--- src/rtl/axis_hdr_insert_param_if.sv ---
// Stream bundle for the header inserter: payload in, header in, merged stream out.
interface axis_hdr_insert_param_if #(
    parameter int unsigned DATA_WD = 32
) ();
    localparam int unsigned BYTE_NUM = DATA_WD / 8;
    localparam int unsigned BCNT_WD  = $clog2(BYTE_NUM);

    // payload stream
    logic                valid_in;
    logic                ready_in;
    logic [DATA_WD-1:0]  data_in;
    logic [BYTE_NUM-1:0] keep_in;
    logic                last_in;

    // header
    logic                valid_insert;
    logic                ready_insert;
    logic [DATA_WD-1:0]  data_insert;
    logic [BYTE_NUM-1:0] keep_insert;
    logic [BCNT_WD-1:0]  byte_insert_cnt;

    // merged output stream
    logic                valid_out;
    logic                ready_out;
    logic [DATA_WD-1:0]  data_out;
    logic [BYTE_NUM-1:0] keep_out;
    logic                last_out;

    // block side
    modport slave (
        input  valid_in, data_in, keep_in, last_in,
        input  valid_insert, data_insert, keep_insert, byte_insert_cnt,
        input  ready_out,
        output ready_in, ready_insert,
        output valid_out, data_out, keep_out, last_out
    );

    // source / sink side
    modport master (
        output valid_in, data_in, keep_in, last_in,
        output valid_insert, data_insert, keep_insert, byte_insert_cnt,
        output ready_out,
        input  ready_in, ready_insert,
        input  valid_out, data_out, keep_out, last_out
    );
endinterface

--- src/rtl/axis_hdr_insert_param.sv ---
// Prepends a variable-length (1..BYTE_NUM bytes) header to an AXI-stream packet,
// re-aligning the payload behind it and emitting a trailing beat when needed.
module axis_hdr_insert_param #(
    parameter int unsigned DATA_WD = 32,
    parameter int unsigned CNT_WD  = 16
) (
    input  logic                   clk,
    input  logic                   rst,
    axis_hdr_insert_param_if.slave bus,
    output logic [CNT_WD-1:0]      pkt_cnt
);
    localparam int unsigned BYTE_NUM = DATA_WD / 8;
    localparam int unsigned BCNT_WD  = $clog2(BYTE_NUM);
    // byte counts up to 2*BYTE_NUM need two extra bits over the header count
    localparam int unsigned LEN_WD   = BCNT_WD + 2;

    typedef enum logic [1:0] {
        IDLE   = 2'd0,
        STREAM = 2'd1,
        TAIL   = 2'd2
    } state_e;

    state_e               state_q,     state_d;
    logic                 valid_out_q, valid_out_d;
    logic [DATA_WD-1:0]   data_out_q,  data_out_d;
    logic [BYTE_NUM-1:0]  keep_out_q,  keep_out_d;
    logic                 last_out_q,  last_out_d;
    logic [DATA_WD-1:0]   resid_q,     resid_d;
    logic [LEN_WD-1:0]    hdr_len_q,   hdr_len_d;
    logic [LEN_WD-1:0]    tail_len_q,  tail_len_d;
    logic [CNT_WD-1:0]    pkt_cnt_q,   pkt_cnt_d;

    logic                 out_free_c;
    logic                 ready_in_c;
    logic                 ready_insert_c;
    logic [LEN_WD-1:0]    in_len_c;
    logic [LEN_WD-1:0]    room_c;
    logic [2*DATA_WD-1:0] joined_c;
    logic [DATA_WD-1:0]   merged_c;
    logic [DATA_WD-1:0]   tail_data_c;
    logic                 unused_keep_insert;

    // Number of set bits in a keep vector (keep is contiguous, so this is the byte count).
    function automatic logic [LEN_WD-1:0] count_keep(input logic [BYTE_NUM-1:0] keep);
        logic [BYTE_NUM-1:0] k;
        logic [LEN_WD-1:0]   n;
        k = keep;
        n = '0;
        for (int unsigned i = 0; i < BYTE_NUM; i++) begin
            n = n + LEN_WD'(k[0]);
            k = k >> 1;
        end
        return n;
    endfunction

    // Keep vector with the top m bytes valid (m <= BYTE_NUM).
    function automatic logic [BYTE_NUM-1:0] top_mask(input logic [LEN_WD-1:0] m);
        return ~({BYTE_NUM{1'b1}} >> m);
    endfunction

    // Header keep is informational only.
    assign unused_keep_insert = ^bus.keep_insert;

    // Datapath helpers: payload bytes per beat, alignment shifts.
    always_comb begin
        out_free_c  = !valid_out_q || bus.ready_out;
        in_len_c    = count_keep(bus.keep_in);
        room_c      = LEN_WD'(BYTE_NUM) - hdr_len_q;
        joined_c    = {resid_q, bus.data_in};
        merged_c    = DATA_WD'(joined_c >> {hdr_len_q, 3'b000});
        tail_data_c = resid_q << {room_c, 3'b000};
    end

    // State register and output/datapath flops.
    always_ff @(posedge clk or posedge rst) begin
        if (rst) begin
            state_q     <= IDLE;
            valid_out_q <= 1'b0;
            data_out_q  <= '0;
            keep_out_q  <= '0;
            last_out_q  <= 1'b0;
            resid_q     <= '0;
            hdr_len_q   <= '0;
            tail_len_q  <= '0;
            pkt_cnt_q   <= '0;
        end else begin
            state_q     <= state_d;
            valid_out_q <= valid_out_d;
            data_out_q  <= data_out_d;
            keep_out_q  <= keep_out_d;
            last_out_q  <= last_out_d;
            resid_q     <= resid_d;
            hdr_len_q   <= hdr_len_d;
            tail_len_q  <= tail_len_d;
            pkt_cnt_q   <= pkt_cnt_d;
        end
    end

    // Next-state, output register load and handshake readies.
    always_comb begin
        state_d        = state_q;
        valid_out_d    = valid_out_q && !bus.ready_out;
        data_out_d     = data_out_q;
        keep_out_d     = keep_out_q;
        last_out_d     = last_out_q;
        resid_d        = resid_q;
        hdr_len_d      = hdr_len_q;
        tail_len_d     = tail_len_q;
        pkt_cnt_d      = pkt_cnt_q + CNT_WD'(valid_out_q && bus.ready_out && last_out_q);
        ready_in_c     = 1'b0;
        ready_insert_c = 1'b0;

        case (state_q)
            IDLE: begin
                // header may be taken while the previous last beat still waits
                ready_insert_c = 1'b1;
                if (bus.valid_insert) begin
                    resid_d   = bus.data_insert;
                    hdr_len_d = LEN_WD'(bus.byte_insert_cnt) + LEN_WD'(1);
                    state_d   = STREAM;
                end
            end

            STREAM: begin
                ready_in_c = out_free_c;
                if (bus.valid_in && out_free_c) begin
                    valid_out_d = 1'b1;
                    data_out_d  = merged_c;
                    keep_out_d  = '1;
                    last_out_d  = 1'b0;
                    resid_d     = bus.data_in;
                    if (bus.last_in) begin
                        if (in_len_c <= room_c) begin
                            keep_out_d = top_mask(hdr_len_q + in_len_c);
                            last_out_d = 1'b1;
                            state_d    = IDLE;
                        end else begin
                            // leftover bytes sit in the residual; flush them next
                            tail_len_d = in_len_c - room_c;
                            state_d    = TAIL;
                        end
                    end
                end
            end

            TAIL: begin
                if (out_free_c) begin
                    valid_out_d = 1'b1;
                    data_out_d  = tail_data_c;
                    keep_out_d  = top_mask(tail_len_q);
                    last_out_d  = 1'b1;
                    state_d     = IDLE;
                end
            end

            default: begin
                state_d = IDLE;
            end
        endcase
    end

    // Port drive; readies are forced low while reset is held.
    assign bus.ready_in     = ready_in_c;
    assign bus.ready_insert = ready_insert_c && !rst;
    assign bus.valid_out    = valid_out_q;
    assign bus.data_out     = data_out_q;
    assign bus.keep_out     = keep_out_q;
    assign bus.last_out     = last_out_q;
    assign pkt_cnt          = pkt_cnt_q;

endmodule
--- src/flat_wrapper.sv ---
// flat-port wrapper written by rule: the top's interface ports become plain ports
module axis_hdr_insert_param_flat 
#(
    parameter int unsigned DATA_WD = 32,
    parameter int unsigned CNT_WD  = 16
)
  (clk, rst, pkt_cnt, bus_valid_in, bus_data_in, bus_keep_in, bus_last_in, bus_valid_insert, bus_data_insert, bus_keep_insert, bus_byte_insert_cnt, bus_ready_out, bus_ready_in, bus_ready_insert, bus_valid_out, bus_data_out, bus_keep_out, bus_last_out);
  axis_hdr_insert_param_if #(.DATA_WD(DATA_WD)) bus_i ();
  input  logic clk;
  input  logic rst;
  output logic [CNT_WD-1:0] pkt_cnt;
  input wire logic [$bits(bus_i.valid_in)-1:0] bus_valid_in;
  input wire logic [$bits(bus_i.data_in)-1:0] bus_data_in;
  input wire logic [$bits(bus_i.keep_in)-1:0] bus_keep_in;
  input wire logic [$bits(bus_i.last_in)-1:0] bus_last_in;
  input wire logic [$bits(bus_i.valid_insert)-1:0] bus_valid_insert;
  input wire logic [$bits(bus_i.data_insert)-1:0] bus_data_insert;
  input wire logic [$bits(bus_i.keep_insert)-1:0] bus_keep_insert;
  input wire logic [$bits(bus_i.byte_insert_cnt)-1:0] bus_byte_insert_cnt;
  input wire logic [$bits(bus_i.ready_out)-1:0] bus_ready_out;
  output wire logic [$bits(bus_i.ready_in)-1:0] bus_ready_in;
  output wire logic [$bits(bus_i.ready_insert)-1:0] bus_ready_insert;
  output wire logic [$bits(bus_i.valid_out)-1:0] bus_valid_out;
  output wire logic [$bits(bus_i.data_out)-1:0] bus_data_out;
  output wire logic [$bits(bus_i.keep_out)-1:0] bus_keep_out;
  output wire logic [$bits(bus_i.last_out)-1:0] bus_last_out;
  assign bus_i.valid_in = bus_valid_in;
  assign bus_i.data_in = bus_data_in;
  assign bus_i.keep_in = bus_keep_in;
  assign bus_i.last_in = bus_last_in;
  assign bus_i.valid_insert = bus_valid_insert;
  assign bus_i.data_insert = bus_data_insert;
  assign bus_i.keep_insert = bus_keep_insert;
  assign bus_i.byte_insert_cnt = bus_byte_insert_cnt;
  assign bus_i.ready_out = bus_ready_out;
  assign bus_ready_in = bus_i.ready_in;
  assign bus_ready_insert = bus_i.ready_insert;
  assign bus_valid_out = bus_i.valid_out;
  assign bus_data_out = bus_i.data_out;
  assign bus_keep_out = bus_i.keep_out;
  assign bus_last_out = bus_i.last_out;
  axis_hdr_insert_param #(.DATA_WD(DATA_WD), .CNT_WD(CNT_WD)) u_core (.clk(clk), .rst(rst), .bus(bus_i), .pkt_cnt(pkt_cnt));
endmodule
--- config.mk ---
export PLATFORM = sky130hd
export DESIGN_NAME = axis_hdr_insert_param_flat
export DESIGN_NICKNAME = d
export VERILOG_FILES = /design/src/rtl/axis_hdr_insert_param_if.sv /design/src/rtl/axis_hdr_insert_param.sv /design/src/flat_wrapper.sv
export SDC_FILE = /design/constraint.sdc
export NUM_CORES = 1
export LEC_CHECK = 0
export BUFFER_PORTS_ARGS = -buffer_cell sky130_fd_sc_hd__buf_2
export CAP_MARGIN = 20
export CELL_PAD_IN_SITES_DETAIL_PLACEMENT = 1
export CELL_PAD_IN_SITES_GLOBAL_PLACEMENT = 1
export CORE_MARGIN = 3
export CORE_UTILIZATION = 40
export CTS_BUF_LIST = sky130_fd_sc_hd__clkbuf_8
export DETAILED_ROUTE_END_ITERATION = 8
export GPL_TIMING_DRIVEN = 0
export HOLD_SLACK_MARGIN = 0.05
export PLACE_DENSITY = 0.87
export SETUP_SLACK_MARGIN = 0.1
export SYNTH_ARGS = -nofsm -noshare
export SYNTH_HDL_FRONTEND = slang
export SYNTH_SLANG_ARGS = --single-unit
--- constraint.sdc ---
create_clock -name clk -period 2.9 [get_ports clk]
set_input_delay 0.435 -clock clk [delete_from_list [all_inputs] [get_ports clk]]
set_output_delay 0.435 -clock clk [all_outputs]
set_load 0.01 [all_outputs]
After elaboration in Yosys (flattened, before gate mapping)
Index checks and enable logic that the tools add are counted.
{ "word_totals": {"elab_cells": 75, "reg_bits": 96, "in_bits": 80, "out_inout_bits": 56} }
{ "op_classes": {"n_shift": 4, "addsub": 8, "n_reduce_logical": 17, "n_mux": 27, "eq_ne": 6, "magnitude_cmp": 1, "bitwise": 3} }
{ "ops": {"columns": ["op", "count"], "rows": [
  ["$mux 32", 4],
  ["$pmux 32 s2", 2],
  ["$shr 64x7->32", 1],
  ["$shl 32x7->32", 1],
  ["$add 16x1->16", 1],
  ["$mux 4", 4],
  ["$mux 2", 5],
  ["$add 4x1->4", 2],
  ["$mux 1", 8],
  ["$not 4->4", 2],
  ["$pmux 4 s2", 1],
  ["$reduce_and 4->1", 2],
  ["$shr 4x4->4 const A", 2],
  ["$pmux 2 s3", 1],
  ["$reduce_and 3->1", 2],
  ["$logic_and 1x1->1", 5],
  ["$add 4x4->4", 1],
  ["$le 4x4->1", 1],
  ["$ne 2x1->1 const B", 2],
  ["$ne 2x2->1 const B", 2],
  ["$pmux 1 s2", 2],
  ["$reduce_bool 2->1", 2],
  ["$sub 3x4->4 const A", 1],
  ["$sub 4x4->4", 1],
  ["other kinds (9)", 11]
]} }

Depth between registers and ports, before layout
{ "depth": {"word_depth": 10, "depth_mapped": 14, "depth_no_buf": 11} }

Worst setup path after synthesis
OpenSTA, ideal clock, no wires.
{ "synth_timing": {"kind": "reg2reg", "startpoint": "reg u_core.hdr_len_q[0]", "endpoint": "reg u_core.tail_len_q[1]", "required_time_ns": 2.775, "synth_period_minus_slack_ns": 3.112, "n_path_buf": 5, "path_slack_ns": -0.212, "path_stages_with_launch": 15, "setup_time_ns": 0.125, "arrival_time_ns": 2.987, "path_cell_list": "dfrtp_1 > buf_4 > buf_2 > inv_1 > buf_2 > ha_1 > clkbuf_1 > inv_1 > fa_1 > nor2b_1 > o21ai_0 > a21oi_2 > and4_4 > buf_6 > mux2_4"} }
{ "synth_via": {"elab_chain_len": 4, "elab_cells_between_ends": 5, "classes_between": "add/sub (2); order compare (1); bitwise (1); reduce/logical (1)"} }
{ "synth_rtl": {"columns": ["element", "line", "source"], "rows": [
  ["from (decl)", "axis_hdr_insert_param.sv:29", "logic [LEN_WD-1:0] hdr_len_q, hdr_len_d;"],
  ["from (signal assigned)", "axis_hdr_insert_param.sv:93", "hdr_len_q <= hdr_len_d;"],
  ["$sub 3x4->4 *", "axis_hdr_insert_param.sv:68", "room_c = LEN_WD'(BYTE_NUM) - hdr_len_q;"],
  ["$le 4x4->1", "axis_hdr_insert_param.sv:133", "if (in_len_c <= room_c) begin"],
  ["$not 1->1 (no source line)", null, null],
  ["$reduce_and 4->1 (no source line)", null, null],
  ["to (signal assigned)", "axis_hdr_insert_param.sv:94", "tail_len_q <= tail_len_d;"],
  ["to (decl)", "axis_hdr_insert_param.sv:30", "logic [LEN_WD-1:0] tail_len_q, tail_len_d;"]
]} }
Mark *: on every way between the ends. The rest lies on a longest branch, timed or not.
A chain may end at the register's enable or synchronous reset.

Worst setup path after layout
{ "layout_timing": {"startpoint": "in bus_keep_in[0]", "endpoint": "reg u_core.keep_out_q[1], in the netlist u_core.bus.keep_out[1]"} }
{ "layout_via": {"elab_chain_len": 10, "elab_cells_between_ends": 11, "classes_between": "add/sub (4); order compare (1); shift (1); mux (4); bitwise (1)"} }
{ "layout_rtl": {"columns": ["element", "line", "source"], "rows": [
  ["from (decl)", "flat_wrapper.sv:14", "input wire logic [$bits(bus_i.keep_in)-1:0] bus_keep_in;"],
  ["$add 1x1->2 *", "axis_hdr_insert_param.sv:50", "n = n + LEN_WD'(k[0]);"],
  ["$add 4x1->4 * (2 in a row)", "axis_hdr_insert_param.sv:50", null],
  ["$add 4x4->4", "axis_hdr_insert_param.sv:134", "keep_out_d = top_mask(hdr_len_q + in_len_c);"],
  ["$shr 4x4->4", "axis_hdr_insert_param.sv:58", "return ~({BYTE_NUM{1'b1}} >> m);"],
  ["$not 4->4", "axis_hdr_insert_param.sv:58", null],
  ["$mux 4 *", "axis_hdr_insert_param.sv:133", null],
  ["$mux 4 *", "axis_hdr_insert_param.sv:132", "if (bus.last_in) begin"],
  ["$mux 4 *", "axis_hdr_insert_param.sv:126", "if (bus.valid_in && out_free_c) begin"],
  ["$pmux 4 s2 *", "axis_hdr_insert_param.sv:113", "case (state_q)"],
  ["to (signal assigned)", "axis_hdr_insert_param.sv:90", "keep_out_q <= keep_out_d;"],
  ["to (decl)", "axis_hdr_insert_param.sv:26", "logic [BYTE_NUM-1:0] keep_out_q, keep_out_d;"]
]} }
Mark *: on every way between the ends. The rest lies on a longest branch, timed or not. The select of a mux whose other input is x is not followed.

==> summary.md <==
| Metric | Value |
|---|---|
| Status | `completed` |
| Largest net degree at the start of global routing | `42` |
| Pre-Repair DR Iteration Count | `5` |
| Type of origin of the critical path | `primary input` |
| I/O Pins | `136` |
| Seq pwr share | `24.7%` |
| CP top delay family | `adder cells` |
| Gate power share | `67.2%` |
| Initial antenna violation count | `0` |
| Mapped Avg Cell Area | `10.28 sq um` |
| Height of the die | `136.3 microns` |
| Final Critical Period | `~2.8 ns` |
| Post-synthesis sequential area ratio | `34.98%` |
| Clk network pwr share | `8.1%` |
| Max Buffers Root-to-Sink | `2` |
| Area of the mapped netlist | `0.006795 sq mm` |
| HPWL Detailed | `18460 microns` |
| # setup viols final | `0` |
| Slew HR | `57.80%` |
| Vias | `6171` |
| Fin. Hold Viols | `0` |
| Placed Area | `between 0.007 and 0.008 sq mm` |
| Routability-driven placement congestion ratio | `between 0.9 and 1` |
| CP Data Required Time | `3.21 ns` |
| Net Count, Synth | `758` |
| Switching share of power | `roughly half` |
| Buf/Inv on CP | `3` |
| TritonCTS buffer count | `9` |
| Area share of the largest cell type after synthesis | `34.98%` |
| Top area cells in the synthesized netlist | `dfrtp_1, mux2_2, mux2i_1` |
| EDFF count, synth | `0` |
| GR Overflow Total | `0` |
| Final Skew | `0.01062 ns` |
| RSZ-0062 raised after global routing | `false` |
| Port bufs | `131` |
| Synth cell types | `55` |
| Most used cell, CP | `fa_2` |
| Crit Path Max Fanout | `3` |
| Post-synthesis register bit count | `95` |
| # diodes | `0` |
| Largest stage delay, worst path | `between 0.5 and 0.6 ns` |
| Worst path arrival time | `3.07 ns` |
| DRT iter0 DRCs | `597` |
| Non-Filler Instances | `1042` |
| Tcrit/Tclk final | `a little over nine tenths` |
| Static Leak | `0.003665 uW` |
| Routed len/inst | `22.64 microns` |
| Die Wd | `136.3 microns` |
| Max Slew Vio Count | `0` |
| F_max | `0.3628 GHz` |
| DRC | `0` |
| First-pass GRT wire length | `36470 microns` |
| # rows | `47` |
| Post-Synthesis Cells | `661` |
| Core footprint | `0.01658 sq mm` |
| Final instance area | `0.008204 sq mm` |
| Inst Count DP | `1014` |
| Vias per cell | `5.922` |
| Crit path cell chain | `buf_2 > ha_4 > inv_2 > fa_2 > inv_1 > ha_2 > fa_2 > nor2b_2 > a311oi_2 > a21oi_2 > and4bb_2 > a221oi_2` |
| Hold Slack | `between 0.2 and 0.25 ns` |
| GRT Overall Usage | `25.59%` |
| Int Pwr | `5598 uW` |
| DIE AREA | `between 0.015 and 0.02 sq mm` |
| H-tree depth | `3` |
| Max-cap violations | `0` |
| Share of cells above drive strength 1 | `40.39%` |
| Top FF cell, synth | `dfrtp_1` |
| Psw | `between 5000 and 6000 uW` |
| YS warnings | `0` |
| P per Cell Area | `1329 mW/mm^2` |
| Worst-path clk slew | `about 0.11 ns` |
| Most frequent cells in the layout | `buf_2, dfrtp_1, mux2_2` |
| CTS Root Cell | `clkbuf_8` |
| Async SR Flop Fraction | `100.0%` |
| CTS Sinks | `between 90 and 100` |
| Initial Util | `40.98%` |
| Tot Pwr | `10900 uW` |
| Vias in the first global route | `6445` |
| Fill count | `1918` |
| Worst slew pin tran | `0.6329 ns` |
| Routed Antenna Nets | `0` |
| CTS tree | `done` |
| Worst hold path class | `primary input to flop` |
| Crit path capture type | `flop` |
| Commonest non-fill, non-tap cell in the layout | `buf_2` |
| Routed WL | `23590 microns` |
| Final nets | `914` |
| Layout area overhead | `20.73%` |
| CP max stage cell | `fa_2` |
| Largest area contributor in the netlist | `dfrtp_1` |
| WS Path Type | `primary input to flop` |
| Peak VDD IR | `around 0.52 mV` |
| Clock Latency Late Sink | `0.40 ns` |
## area by class of cell
| cell class | count | area (sq um) | share of cell area [%] |
|---|---|---|---|
| flip-flops and latches | 95 | 2380 | 29.01 |
| plain buffers | 51 | 331.6 | 4.041 |
| multi-input cells | 500 | 4172 | 50.85 |
| clock inverters | 7 | 65.06 | 0.7930 |
| well taps | 220 | 275.3 | 3.355 |
| inverters | 15 | 68.82 | 0.8388 |
| clock buffers | 9 | 123.9 | 1.510 |
| repair buffers | 145 | 788.3 | 9.608 |
## cells in the mapped netlist (12+ instances only)
library cell / count
mux2i_1: 64
mux4_2: 16
xnor2_1: 13
inv_1: 14
nor2_1: 65
nand2_1: 51
clkbuf_1: 22
a21oi_1: 44
dfrtp_1: 95
buf_2: 20
ha_1: 14
a221o_1: 12
mux2_2: 87
o21ai_0: 13
## power groups by stage
stage                     registers (uW)  clock network [uW]  logic, uW
final                               2690                 885       7330
after global routing                2760                 952       7890
after CTS                           2640                 909       7110
after detailed placement            2680                   0       6880
after global placement              2620                   0       6590
after floorplan                     2530                   0       4870
## worst register-to-register path, delay by kind of cell (launching register included)
kind                     cells  cell delay, ns
buffers and inverters        8            0.91
flip-flops                   1            0.43
adder cells (fa/ha/maj)      2            0.42
AND/OR/NAND/NOR              2            0.35
multiplexers                 1            0.29
AO/OA/AOI/OAI                1            0.24
## worst paths after layout
kind	start	to	slack, ns	cells past startpoint
worst max register to register	u_core.hdr_len_q[0]	u_core.tail_len_q[1]	0.16	14
worst min-delay path	bus_byte_insert_cnt[0]	u_core.hdr_len_q[0]	0.23	2
worst min register to register	u_core.pkt_cnt[15]	u_core.pkt_cnt[15]	0.49	1
min in group asynchronous	rst	u_core.pkt_cnt[3]	0.58	3
max in group asynchronous	rst	u_core.resid_q[13]	1.49	5
worst max-delay path	bus_keep_in[0]	u_core.bus.keep_out[1]	0.14	12
## routing by layer
layer	vias to the layer above	track usage, %	share of wire (%)
li1	2753	-	-
met1	3048	34.41	43
met2	322	41.88	47
met3	48	4.256	7.7
met4	0	8.847	2.2
met5	-	0	0
## registers in the layout, summed over array words and instances (netlist names)
register and flops:
u_core.bus.data_out 32, u_core.bus.keep_out 4, u_core.bus.last_out 1, u_core.bus.valid_out 1
u_core.hdr_len_q 3, u_core.pkt_cnt 16, u_core.resid_q 32, u_core.state_q 2
u_core.tail_len_q 4
## kinds of logic after synthesis
kind of cell,synth area share [%]
simple gates,11.36
buf+inv,4.842
flops,34.98
fa+ha+maj,3.462
xor+xnor,2.431
compound gates,13.11
mux,29.81
## through the flow
stage	setup TNS [ns]	setup WS [ns]	utilization, %
6_report	0	0.1440	49.47
5_1_grt	0	0.04329	49.47
2_1_floorplan	0	0.09475	-
3_3_place_gp	-2.373	-0.1831	47.02
4_1_cts	0	0.1268	49.09
3_5_place_dp	-4.243	-0.3046	47.26
## timing repair
action | 4_1_cts | 5_1_grt
pin swaps | 2 | 6
endpoints found under the setup margin | 37 | 11
hold endpoints to repair | 16 | 0
setup buffers | 7 | 3
resized for setup | 15 | 9
hold buffers | 1 | 0
Power figures use the tool's default switching activity.
